==> src/rtl/vend_pkg.sv <==
// Shared coin values, coin selector type and change-dispenser state encoding.
package vend_pkg;

  localparam logic [7:0] NICKEL_C  = 8'd5;
  localparam logic [7:0] DIME_C    = 8'd10;
  localparam logic [7:0] QUARTER_C = 8'd25;

  typedef enum logic [1:0] {NONE, N, D, Q} coin_t;

  typedef enum logic [2:0] {
    StIdle,
    StSelect,
    StRequest,
    StGap,
    StDone,
    StFault
  } disp_state_t;

endpackage

==> src/rtl/change_coin_select.sv <==
// Greedy coin choice: the largest coin that does not exceed the remaining credit.
module change_coin_select
  import vend_pkg::*;
(
  input  logic [7:0] rem,
  output coin_t      coin,
  output logic [7:0] value
);

  always_comb begin
    coin  = NONE;
    value = 8'd0;
    if (rem >= QUARTER_C) begin
      coin  = Q;
      value = QUARTER_C;
    end else if (rem >= DIME_C) begin
      coin  = D;
      value = DIME_C;
    end else if (rem >= NICKEL_C) begin
      coin  = N;
      value = NICKEL_C;
    end
  end

endmodule

==> src/rtl/change_dispenser.sv <==
// Pays out credit one coin at a time over a request/acknowledge handshake to
// a coin ejector, with inter-coin gap, coin counting and ejector-stall fault.
module change_dispenser
  import vend_pkg::*;
#(
  parameter int unsigned GAP_CYCLES  = 4,
  parameter int unsigned ACK_TIMEOUT = 1000
) (
  input  logic       clk,
  input  logic       reset,
  input  logic       start,
  input  logic [7:0] credit,
  input  logic       mech_ack,
  output logic       eject_quarter,
  output logic       eject_dime,
  output logic       eject_nickel,
  output logic       busy,
  output logic       done,
  output logic [5:0] coin_count,
  output logic [2:0] residue,
  output logic       fault
);

  localparam int unsigned TmrW = $clog2(ACK_TIMEOUT + 1);
  localparam int unsigned GapW = (GAP_CYCLES == 0) ? 1 : $clog2(GAP_CYCLES + 1);
  localparam logic [TmrW-1:0] TmrLoad = TmrW'(ACK_TIMEOUT);
  localparam logic [GapW-1:0] GapLoad = GapW'(GAP_CYCLES);

  disp_state_t     state_q, state_d;
  logic [7:0]      rem_q, rem_d;
  logic [TmrW-1:0] tmr_q, tmr_d;
  logic [GapW-1:0] gap_q, gap_d;
  // {quarter, dime, nickel}
  logic [2:0]      eject_q, eject_d;
  logic            busy_q, busy_d;
  logic            done_q, done_d;
  logic [5:0]      count_q, count_d;
  logic [2:0]      residue_q, residue_d;
  logic            fault_q, fault_d;

  coin_t      sel_coin;
  logic [7:0] sel_value;

  change_coin_select u_select (
    .rem   (rem_q),
    .coin  (sel_coin),
    .value (sel_value)
  );

  always_ff @(posedge clk or posedge reset) begin
    if (reset) begin
      state_q   <= StIdle;
      rem_q     <= 8'd0;
      tmr_q     <= '0;
      gap_q     <= '0;
      eject_q   <= 3'b000;
      busy_q    <= 1'b0;
      done_q    <= 1'b0;
      count_q   <= 6'd0;
      residue_q <= 3'd0;
      fault_q   <= 1'b0;
    end else begin
      state_q   <= state_d;
      rem_q     <= rem_d;
      tmr_q     <= tmr_d;
      gap_q     <= gap_d;
      eject_q   <= eject_d;
      busy_q    <= busy_d;
      done_q    <= done_d;
      count_q   <= count_d;
      residue_q <= residue_d;
      fault_q   <= fault_d;
    end
  end

  always_comb begin
    state_d   = state_q;
    rem_d     = rem_q;
    tmr_d     = tmr_q;
    gap_d     = gap_q;
    eject_d   = eject_q;
    busy_d    = busy_q;
    done_d    = 1'b0;
    count_d   = count_q;
    residue_d = residue_q;
    fault_d   = fault_q;

    unique case (state_q)
      StIdle: begin
        if (start) begin
          rem_d     = credit;
          count_d   = 6'd0;
          residue_d = 3'd0;
          busy_d    = 1'b1;
          state_d   = StSelect;
        end
      end
      StSelect: begin
        if (sel_coin == NONE) begin
          residue_d = rem_q[2:0];
          state_d   = StDone;
        end else begin
          unique case (sel_coin)
            Q:       eject_d = 3'b100;
            D:       eject_d = 3'b010;
            default: eject_d = 3'b001;
          endcase
          tmr_d   = TmrLoad;
          state_d = StRequest;
        end
      end
      StRequest: begin
        // rem is stable while requesting, so the selector still names the pending coin
        if (mech_ack) begin
          eject_d = 3'b000;
          rem_d   = rem_q - sel_value;
          count_d = count_q + 6'd1;
          if (GAP_CYCLES == 0) begin
            state_d = StSelect;
          end else begin
            gap_d   = GapLoad;
            state_d = StGap;
          end
        end else if (tmr_q <= TmrW'(1)) begin
          tmr_d   = '0;
          eject_d = 3'b000;
          fault_d = 1'b1;
          state_d = StFault;
        end else begin
          tmr_d = tmr_q - TmrW'(1);
        end
      end
      StGap: begin
        if (gap_q <= GapW'(1)) begin
          gap_d   = '0;
          state_d = StSelect;
        end else begin
          gap_d = gap_q - GapW'(1);
        end
      end
      StDone: begin
        done_d  = 1'b1;
        busy_d  = 1'b0;
        state_d = StIdle;
      end
      StFault: begin
        eject_d = 3'b000;
        fault_d = 1'b1;
        busy_d  = 1'b1;
      end
      default: state_d = StIdle;
    endcase
  end

  assign eject_quarter = eject_q[2];
  assign eject_dime    = eject_q[1];
  assign eject_nickel  = eject_q[0];
  assign busy          = busy_q;
  assign done          = done_q;
  assign coin_count    = count_q;
  assign residue       = residue_q;
  assign fault         = fault_q;

endmodule
==> config.mk <==
export PLATFORM = sky130hd
export DESIGN_NAME = change_dispenser
export DESIGN_NICKNAME = d
export VERILOG_FILES = /design/src/rtl/vend_pkg.sv /design/src/rtl/change_coin_select.sv /design/src/rtl/change_dispenser.sv
export SDC_FILE = /design/constraint.sdc
export NUM_CORES = 1
export LEC_CHECK = 0
export ABC_CLOCK_PERIOD_IN_PS = 4400
export CAP_MARGIN = 20
export CORE_AREA = 8 8 61 115
export CTS_CLUSTER_DIAMETER = 50
export CTS_CLUSTER_SIZE = 16
export DETAILED_ROUTE_END_ITERATION = 8
export DIE_AREA = 0 0 69 123
export GPL_TIMING_DRIVEN = 1
export PLACE_DENSITY = 0.74
export SKIP_LAST_GASP = 1
export SLEW_MARGIN = 20
export SYNTH_ARGS = -nofsm -noshare
export SYNTH_HDL_FRONTEND = slang
export SYNTH_SLANG_ARGS = --single-unit
==> constraint.sdc <==
create_clock -name clk -period 4.4 [get_ports clk]
set_input_delay 0.44 -clock clk [delete_from_list [all_inputs] [get_ports clk]]
set_output_delay 0.44 -clock clk [all_outputs]
set_load 0.1 [all_outputs]
* Yosys cells after proc, flatten, opt, wreduce, memory -nomap -nowiden *
Cells that the tools add are included.

word-level totals
  register bits = 39
  logic and storage cells = 91

cells by class
  add/sub/neg operators = 4
  magnitude comparators = 5
  equality and inequality tests = 15
  mux-type cells = 39
  bitwise logic cells = 1
  reductions and logical operators = 17

operators with widths
  cell                                                               count
  two-way mux 3 bit                                                  13
  two-way mux 8 bit                                                  4
  two-way mux 10 bit                                                 3
  case mux 10 bit (2 select lines)                                   1
  case mux 3 bit (2 select lines)                                    3
  case mux 8 bit (2 select lines)                                    1
  case mux 3 bit (5 select lines)                                    1
  AND reduction 3 bit                                                5
  != test 2 bit, second input constant                               7
  two-way mux 6 bit                                                  2
  case mux 6 bit (2 select lines)                                    1
  less-or-equal comparator 10 x 1 -> 1 bit, second input constant    1
  nonzero test 2 bit                                                 5
  subtractor 10 x 1 -> 10 bit, second input constant                 1
  case mux 3 bit (3 select lines)                                    1
  greater-or-equal comparator 8 x 3 -> 1 bit, second input constant  1
  greater-or-equal comparator 8 x 4 -> 1 bit, second input constant  1
  greater-or-equal comparator 8 x 5 -> 1 bit, second input constant  1
  subtractor 8 bit                                                   1
  adder 6 x 1 -> 6 bit, second input constant                        1
  equality test 3 x 2 -> 1 bit, second input constant                2
  equality test 3 bit, second input constant                         2
  nonzero test 3 bit                                                 2
  two-way mux 1 bit                                                  5
  other kinds (13)                                                   16

* Depth between registers and ports, before layout *
Gate-level depths: netlist (run 1).

  word-level depth = 8
  depth in mapped cells = 13

* Cells and area by module *
Synthesis (run 1) repeated with hierarchy kept, for this count alone.

unflattened totals
  cell total of the unflattened synthesis = 294
  area total of the unflattened synthesis = 2509.9 um2

modules (own cells, without submodules)
  module              times used  cells an instance  area each (um2)  sequential area each (um2)
  change_dispenser    1           271                2356.0           975.9
  change_coin_select  1           23                 153.9            0.0

* Least setup slack after synthesis (run 1) *
No wires, ideal clock.

  path kind = register to register
  start point = register rem_q[4]
  end point = register rem_q[6]
  data arrival time = 2.454 ns
  required time = 4.276 ns
  slack = 1.823 ns
  cell stages (with the launch flop) = 13
  clock period less this slack = 2.577 ns
  path through = dfrtp_1 -> nor4_4 -> o211ai_1 -> nand2_1 -> ha_1 -> inv_1 -> fa_1 -> a21o_1 -> o21ai_0 -> nand2_1 -> a211oi_1 -> a31oi_1 -> a2bb2oi_1

between the ends
  longest elaborated chain between the ends = 7
  elaborated cells between the ends (all ways) = 9

RTL lines
  what                                        line                      source
  start: declaration                          change_dispenser.sv:30    logic [7:0] rem_q, rem_d;
  start signal: assignment                    change_dispenser.sv:64    rem_q <= rem_d;
  greater-or-equal comparator 8 x 3 -> 1 bit  change_coin_select.sv:19  end else if (rem >= NICKEL_C) begin
  two-way mux 3 bit                           change_coin_select.sv:19
  two-way mux 8 bit                           change_coin_select.sv:16  end else if (rem >= DIME_C) begin
  two-way mux 8 bit                           change_coin_select.sv:13  if (rem >= QUARTER_C) begin
  subtractor 8 bit (*)                        change_dispenser.sv:116   rem_d = rem_q - sel_value;
  two-way mux 8 bit (*)                       change_dispenser.sv:114   if (mech_ack) begin
  case mux 8 bit (2 select lines) (*)         change_dispenser.sv:88    unique case (state_q)

Mark *: on every way between the ends. The rest lies on a longest branch, timed or not. The select of a mux whose other input is x is not followed.
A chain may end at the register's enable or synchronous reset.

* Worst setup path in the final report (run 1) *
  start point = register rem_q[1]
  end point = register rem_q[5]

Same word-level chain as after synthesis.

==> results by group, run 1 <==
Status
  • Outcome: finished clean

Power and ir drop
  • Comb pwr share: 0.052
  • Switch share: 0.2192
  • Clk pwr share: 0.505
  • Max IR drop VDD: 0.2739 mV
  • Power Total: 0.8365 mW
  • NetSw: 0.1834 mW
  • Leakage Power: 1.185 nW
  • PD cells: 293.7 nW/µm²
  • Pint: 0.6531 mW
  • Flop pwr share: 0.443

Min path
  • Worst hold path class: flip-flop to flip-flop
  • Worst hold stages: 1

Routing
  • Drt first-iter violations: 197
  • WL met1: 2.559 mm
  • Drt first pass iters: 4
  • Vias: 2120
  • Antenna-violating nets left: 0
  • Post-Route WL: 5.813 mm
  • Top layer in use: met4
  • Routed wl met3: 302 µm
  • DR vias/cell: 5.972
  • WL/cell: 16.37 µm
  • DRC viols: 0
  • Routed length on met2: 2.880 mm

Setup path
  • R2R cell count: 10
  • Most numerous cell on the critical path: o21ai_0
  • CP max stage cell: dfrtp_1
  • Critical path data arrival time: 3.09 ns
  • Critical Path Max Stage Delay: 0.49 ns
  • Worst path cell trace: o21ai_0, nor2_1, o21ai_0, ha_1, nand3b_1, nand2_1, a21oi_1, o21ai_0, o311ai_0, nand3_1
  • Critical Path RT: 4.55 ns
  • Stages on worst setup path: 10
  • Crit Path Max Fanout: 9
  • Startpoint types: flip-flop
  • Slack of the worst reg-to-reg path: 1.46 ns
  • Worst path top cell family by delay: compound AO/OA/AOI/OAI gates
  • WS Path Type: flip-flop to flip-flop
  • Worst Path Buf+Inv: 0
  • Crit path capture type: flip-flop

Job
  • Max Cap Viol: 0

STA
  • Highest Clock Rate: 0.3398 GHz
  • Final setup margin: 1.457 ns
  • Tmin final: 2.943 ns
  • Slew Limit Fails: 0
  • Fin crit share: 0.6689
  • Fin Clk Skew: 0.002576 ns
  • Final Hold Viols: 0
  • Final setup violation count: 0
  • Hold WS: 0.4731 ns
  • Setup total negative slack: 0 ns
  • Max-Slew Margin vs Limit: 0.3472
  • Unrepaired setup endpoints after global routing: false
  • Worst-margin pin slew: 0.9762 ns

Finish
  • Syn-to-layout area delta: 18.91%
  • Final net count: 315
  • Area of the multi-input gates: 1311 µm²
  • Share of cells above drive strength 1: 0.07823
  • Fill count: 525
  • FF+latch area: 975.9 µm²
  • Design Area, Final: 2848 µm²
  • N_diodes: 0

Clock network
  • Total CTS buffers: 5
  • Hold buffers post-CTS: 0
  • Clock Latency Late Sink: 0.28 ns
  • CTS root buffer: clkbuf_16
  • CTS max path bufs: 2
  • Clock slew at reported path FFs: 0.06 ns
  • Setup Buffers After CTS: 0
  • Post-cts resize count: 0
  • Clock sinks: 39
  • CTS tree: yes
  • H-tree lvl count: 2

Global routing
  • GRT overflow: 0
  • Antenna violations before repair: 0
  • Vias in the first global route: 2102
  • First-pass GRT wire length: 9.929 mm
  • Largest net degree at the start of global routing: 40
  • Tot GR Track Use: 0.1362

Die
  • Starting Density: 0.4305
  • Chip Width: 69 µm
  • Ports: 27
  • CORE AREA: 5563 µm²
  • Row Count: 39
  • Die Ht: 123 µm
  • Total die area: 8487 µm²

Logic synthesis
  • Most used DFF post-synth: dfrtp_1
  • Syn Inst Count: 270
  • Mapped Nets: 292
  • #FFs+latches synth: 39
  • EDFF count, synth: 0
  • Seq/Total Area, Yosys: 0.4075
  • Distinct cell type count after synthesis: 51
  • Syn avg cell area: 8.870 µm²
  • Post-synth ARST share: 1.000
  • Synth Cell Area: 2395 µm²
  • Synth warn: 0

Place
  • Placed Area: 2676 µm²
  • Gpl congestion: 0.9092
  • Hpwl dp: 4.076 mm
  • Place WS: 1.553 ns
  • I/O Buffers: 26
## stage by stage
step / utilization / cells
CTS: 0.5119 / 355
global placement: 0.4811 / 347
global route: 0.5119 / 355
finish: 0.5119 / 355
detailed placement: 0.4811 / 347
floorplan: - / 270
## Yosys cell counts (4+ instances only)
master,number,area (µm²)
a31oi_1,4,25.02
clkbuf_1,4,15.01
o31ai_1,4,30.03
nand2_1,32,120.1
o22a_1,5,43.79
nor2_1,25,93.84
inv_1,12,45.04
dfrtp_1,39,975.9
nor3_1,7,35.03
nand2b_1,6,37.54
ha_1,9,112.6
o21ai_0,28,140.1
buf_4,4,30.03
o21a_1,5,37.54
nor4_1,4,25.02
a21oi_1,19,95.09
nand3_1,11,55.05
## power by group through the flow
stage | registers, mW | clock network, mW | logic [mW]
floorplan | 0.375 | 0 | 0.0281
CTS | 0.371 | 0.428 | 0.0441
detailed placement | 0.377 | 0 | 0.0437
global placement | 0.377 | 0 | 0.0422
finish | 0.371 | 0.422 | 0.0438
global route | 0.371 | 0.437 | 0.0500
## registers in the layout, indices dropped and copies added, names as in the netlist, 3 cells and up
| signal | cells |
|---|---|
| tmr_q | 10 |
| state_q | 3 |
| coin_count | 6 |
| eject_q | 3 |
| residue | 3 |
| rem_q | 8 |
| gap_q | 3 |
## path summary, 6_finish.rpt
path,startpoint,end
max in group asynchronous,reset,rem_q[5]$_DFFE_PP0P_
max reg2reg,rem_q[1]$_DFFE_PP0P_,rem_q[5]$_DFFE_PP0P_
max,rem_q[1]$_DFFE_PP0P_,rem_q[5]$_DFFE_PP0P_
min,fault$_DFFE_PP0P_,fault$_DFFE_PP0P_
min reg2reg,fault$_DFFE_PP0P_,fault$_DFFE_PP0P_
min in group asynchronous,reset,gap_q[0]$_DFFE_PP0P_
## area by class of cell
cell class | instances | share of cell area
multi-input combinational | 208 | 0.4605
tap | 61 | 0.02680
inverter | 12 | 0.01582
clock inverter | 3 | 0.01626
timing repair buffer | 27 | 0.09402
clock buffer | 5 | 0.04394
sequential | 39 | 0.3427
## kinds of logic (layout without fill, tap and decap cells)
family	after synthesis	after routing	share of synthesized area
and+or+nand+nor	104	104	0.2247
DFF	39	39	0.4075
xor gates and xnor gates	3	3	0.01097
buffers and inverters	23	47	0.04493
muxes	4	4	0.02351
adders and majority gates	10	10	0.05538
AOI/OAI and AO/OA	87	87	0.2330
## per-layer routing
metal	global-route usage	vias to the layer above
li1	-	1014
met1	0.1573	1039
met2	0.2429	57
met3	0.02972	10
met4	0.04387	0
met5	0	-
## cells in the final DEF (no fill, tap or decap), types with 5 or more instances in the layout
master,instances
nand3_1,11
clkdlybuf4s50_1,26
a21oi_1,19
clkbuf_16,5
inv_1,12
nand2b_1,6
o21ai_0,28
nor3_1,7
ha_1,9
o21a_1,5
nor2_1,25
o22a_1,5
dfrtp_1,39
nand2_1,32
Note: power is estimated with default switching activity, not from simulation.
==> run 2: changes to the inputs <==
--- a/config.mk
+++ b/config.mk
@@ -5,7 +5,7 @@
 export SDC_FILE = /design/constraint.sdc
 export NUM_CORES = 1
 export LEC_CHECK = 0
-export ABC_CLOCK_PERIOD_IN_PS = 4400
+export ABC_CLOCK_PERIOD_IN_PS = 2520
 export CAP_MARGIN = 20
 export CORE_AREA = 8 8 61 115
 export CTS_CLUSTER_DIAMETER = 50
@@ -13,7 +13,7 @@
 export DETAILED_ROUTE_END_ITERATION = 8
 export DIE_AREA = 0 0 69 123
 export GPL_TIMING_DRIVEN = 1
-export PLACE_DENSITY = 0.74
+export PLACE_DENSITY = 0.77
 export SKIP_LAST_GASP = 1
 export SLEW_MARGIN = 20
 export SYNTH_ARGS = -nofsm -noshare
==> constraint.sdc (replaced) <==
create_clock -name clk -period 2.52 [get_ports clk]
set_input_delay 0.252 -clock clk [delete_from_list [all_inputs] [get_ports clk]]
set_output_delay 0.252 -clock clk [all_outputs]
set_load 0.1 [all_outputs]
==> run 2 against run 1 <==
The flow now finishes with violations (setup timing). Fmax up 12%. Global-route usage up 0.89 points. Critical path depth up 2. Routed wire length up 8.1%.
==> results by group, run 2 (synthesis gave the netlist of run 1 again) <==
Status
  • Outcome: finished with violations
  • Failing checks: setup timing

Clock network
  • Hold buffers post-CTS: 0 (unchanged)
  • Clock Latency Late Sink: 0.28 ns (about the same)
  • CTS root buffer: clkbuf_16
  • CTS max path bufs: 2 (unchanged)
  • Clock sinks: 39 (unchanged)
  • Clock slew at reported path FFs: 0.06 ns (about the same)
  • H-tree lvl count: 2 (unchanged)
  • Total CTS buffers: 5 (unchanged)
  • CTS tree: yes

Setup path
  • Critical path data arrival time: 2.79 ns (-0.30 ns)
  • Critical Path RT: 2.69 ns (-1.86 ns)
  • Most numerous cell on the critical path: nand2_1
  • Critical Path Max Stage Delay: 0.46 ns (-0.03 ns)
  • Worst path cell trace: nor4_4, o211ai_1, nand2_1, ha_2, inv_2, fa_2, a21o_1, o21ai_1, nand2_1, a211oi_2, a31oi_1, a2bb2oi_1
  • CP max stage cell: dfrtp_2
  • Beginning of the critical path: rem_q[4]$_DFFE_PP0P_
  • Crit path capture type: flip-flop
  • Crit Path Max Fanout: 5 (-4)
  • Worst reg2reg startpoint: rem_q[4]$_DFFE_PP0P_
  • WS Path Type: flip-flop to flip-flop
  • Startpoint types: flip-flop

Global routing
  • Tot GR Track Use: 0.1451 (+0.008898)
  • Largest net degree at the start of global routing: 40 (unchanged)
  • First-pass GRT wire length: 10.43 mm (+5.0%)
  • Antenna violations before repair: 0 (unchanged)
  • Vias in the first global route: 2311 (+9.9%)
  • GRT overflow: 0 (unchanged)

Die
  • Starting Density: 0.4305 (unchanged)
  • CORE AREA: 5563 µm² (unchanged)
  • Ports: 27 (unchanged)
  • Total die area: 8487 µm² (unchanged)
  • Die Ht: 123 µm (unchanged)
  • Chip Width: 69 µm (unchanged)
  • Row Count: 39 (unchanged)

STA
  • Final Hold Viols: 0 (unchanged)
  • Unrepaired setup endpoints after global routing: true
  • Fin crit share: 1.040 (+0.3706)
  • Setup total negative slack: -0.1211 ns (-0.1211 ns)
  • Fin Clk Skew: 0.003594 ns (+0.001018 ns)
  • Tmin final: 2.620 ns (-0.3235 ns)
  • Worst-margin pin slew: 0.4971 ns (-0.4791 ns)
  • Final setup violation count: 2 (+2)
  • Slew Limit Fails: 0 (unchanged)
  • Max-Slew Margin vs Limit: 0.6686 (+0.3214)
  • Highest Clock Rate: 0.3817 GHz (+12%)
  • Final setup margin: -0.09957 ns (-1.556 ns)

Min path
  • Worst hold path class: input pin to async pin

Finish
  • Max FFs per register: 10 (unchanged)
  • Top reg by flops: tmr_q
  • Syn-to-layout area delta: 27.64%
  • Final non-filler cell total: 379 (+6.8%)
  • Most common cell after layout, fill and taps aside: buf_4
  • Fill count: 510 (-2.9%)
  • Most frequent cells in the layout: 38 x buf_4, 37 x dfrtp_1, 31 x nand2_1
  • Final net count: 339 (+7.6%)
  • N_diodes: 0 (unchanged)
  • Design Area, Final: 3057 µm² (+7.3%)
  • Share of cells above drive strength 1: 0.2390 (+0.1608)

Place
  • I/O Buffers: 26 (unchanged)
  • Placed Instances: 364 (+4.9%)
  • Gpl congestion: 0.8677 (-4.6%)
  • Hpwl dp: 4.403 mm (+8.0%)
  • Placed Area: 2773 µm² (+3.6%)

Routing
  • Drt first-iter violations: 138 (-30%)
  • Drt first pass iters: 4 (unchanged)
  • DRC viols: 0 (unchanged)
  • Vias: 2222 (+4.8%)
  • WL/cell: 16.58 µm (+1.3%)
  • Antenna-violating nets left: 0 (unchanged)
  • DR vias/cell: 5.863 (-1.8%)
  • Post-Route WL: 6.285 mm (+8.1%)

Power and ir drop
  • Max IR drop VDD: 0.4093 mV (+49%)
  • PD cells: 482.4 nW/µm² (+64%)
  • Leakage Power: 1.340 nW (+13%)

Job
  • Max Cap Viol: 0 (unchanged)
run 2: changes by cell type in the layout (fill, tap and decap cells not counted), moves of 3 or more:
| cell | delta |
|---|---|
| clkdlybuf4s50_1 | -15 |
| buf_4 | +37 |
| o21ai_0 | -5 |
| o21ai_1 | +5 |
| a21oi_1 | -3 |
| a21oi_2 | +3 |
run 2: per-layer routing:
metal,vias to the layer above,part of all wire,GRT usage
li1,1065,-,-
met1,1094,0.42,0.1637
met2,55,0.52,0.2557
met3,8,0.047,0.03614
met4,0,0.012,0.05677
met5,-,0,0
run 2: timing repair:
action	in CTS	in global routing
pin swaps	6	10
resized for setup	3	19
endpoints found under the setup margin	3	5
setup buffers	2	6
run 2: area by class of cell:
| cell class | count | area, µm² | area share |
|---|---|---|---|
| sequential | 39 | 978.4 | 0.3201 |
| clock inverter | 2 | 35.03 | 0.01146 |
| inverter | 12 | 45.04 | 0.01474 |
| multi-input combinational | 208 | 1365 | 0.4466 |
| clock buffer | 6 | 138.9 | 0.04544 |
| timing repair buffer | 51 | 417.9 | 0.1367 |
| tap | 61 | 76.32 | 0.02497 |
run 2: critical path, delay by kind of cell (launching register included):
kind | cells | cell delay (ns)
adders and majority gates | 2 | 0.53
and+or+nand+nor | 3 | 0.52
DFF | 1 | 0.46
buffers and inverters | 1 | 0.04
AOI/OAI and AO/OA | 6 | 0.94
run 2: report_power, final:
group          internal [mW]  switching, mW  leakage [nW]
clock                  0.492          0.245        0.0868
sequential             0.635         0.0103         0.456
combinational         0.0437         0.0484         0.796
run 2: through the flow:
step           setup WS, ns  power (mW)  hold slack (ns)    util
2_1_floorplan       0.03262      0.7035           0.3913       -
3_3_place_gp        0.06115      0.7378           0.4533  0.4984
3_5_place_dp       -0.07836      0.7414           0.4710  0.4984
4_1_cts           -0.002480       1.487           0.4160  0.5328
5_1_grt             -0.2173       1.532           0.4682  0.5495
6_report           -0.09957       1.474           0.3990  0.5495
run 2: final timing paths:
check	endpoint	cells after the start	slack (ns)
hold reg to reg	fault$_DFFE_PP0P_	1	0.48
hold / removal	eject_q[2]$_DFFE_PP0P_	3	0.40
setup reg to reg	rem_q[6]$_DFFE_PP0P_	12	-0.1
max in group asynchronous	rem_q[5]$_DFFE_PP0P_	3	1.75
min in group clk	fault$_DFFE_PP0P_	1	0.48
setup / recovery	rem_q[6]$_DFFE_PP0P_	12	-0.1
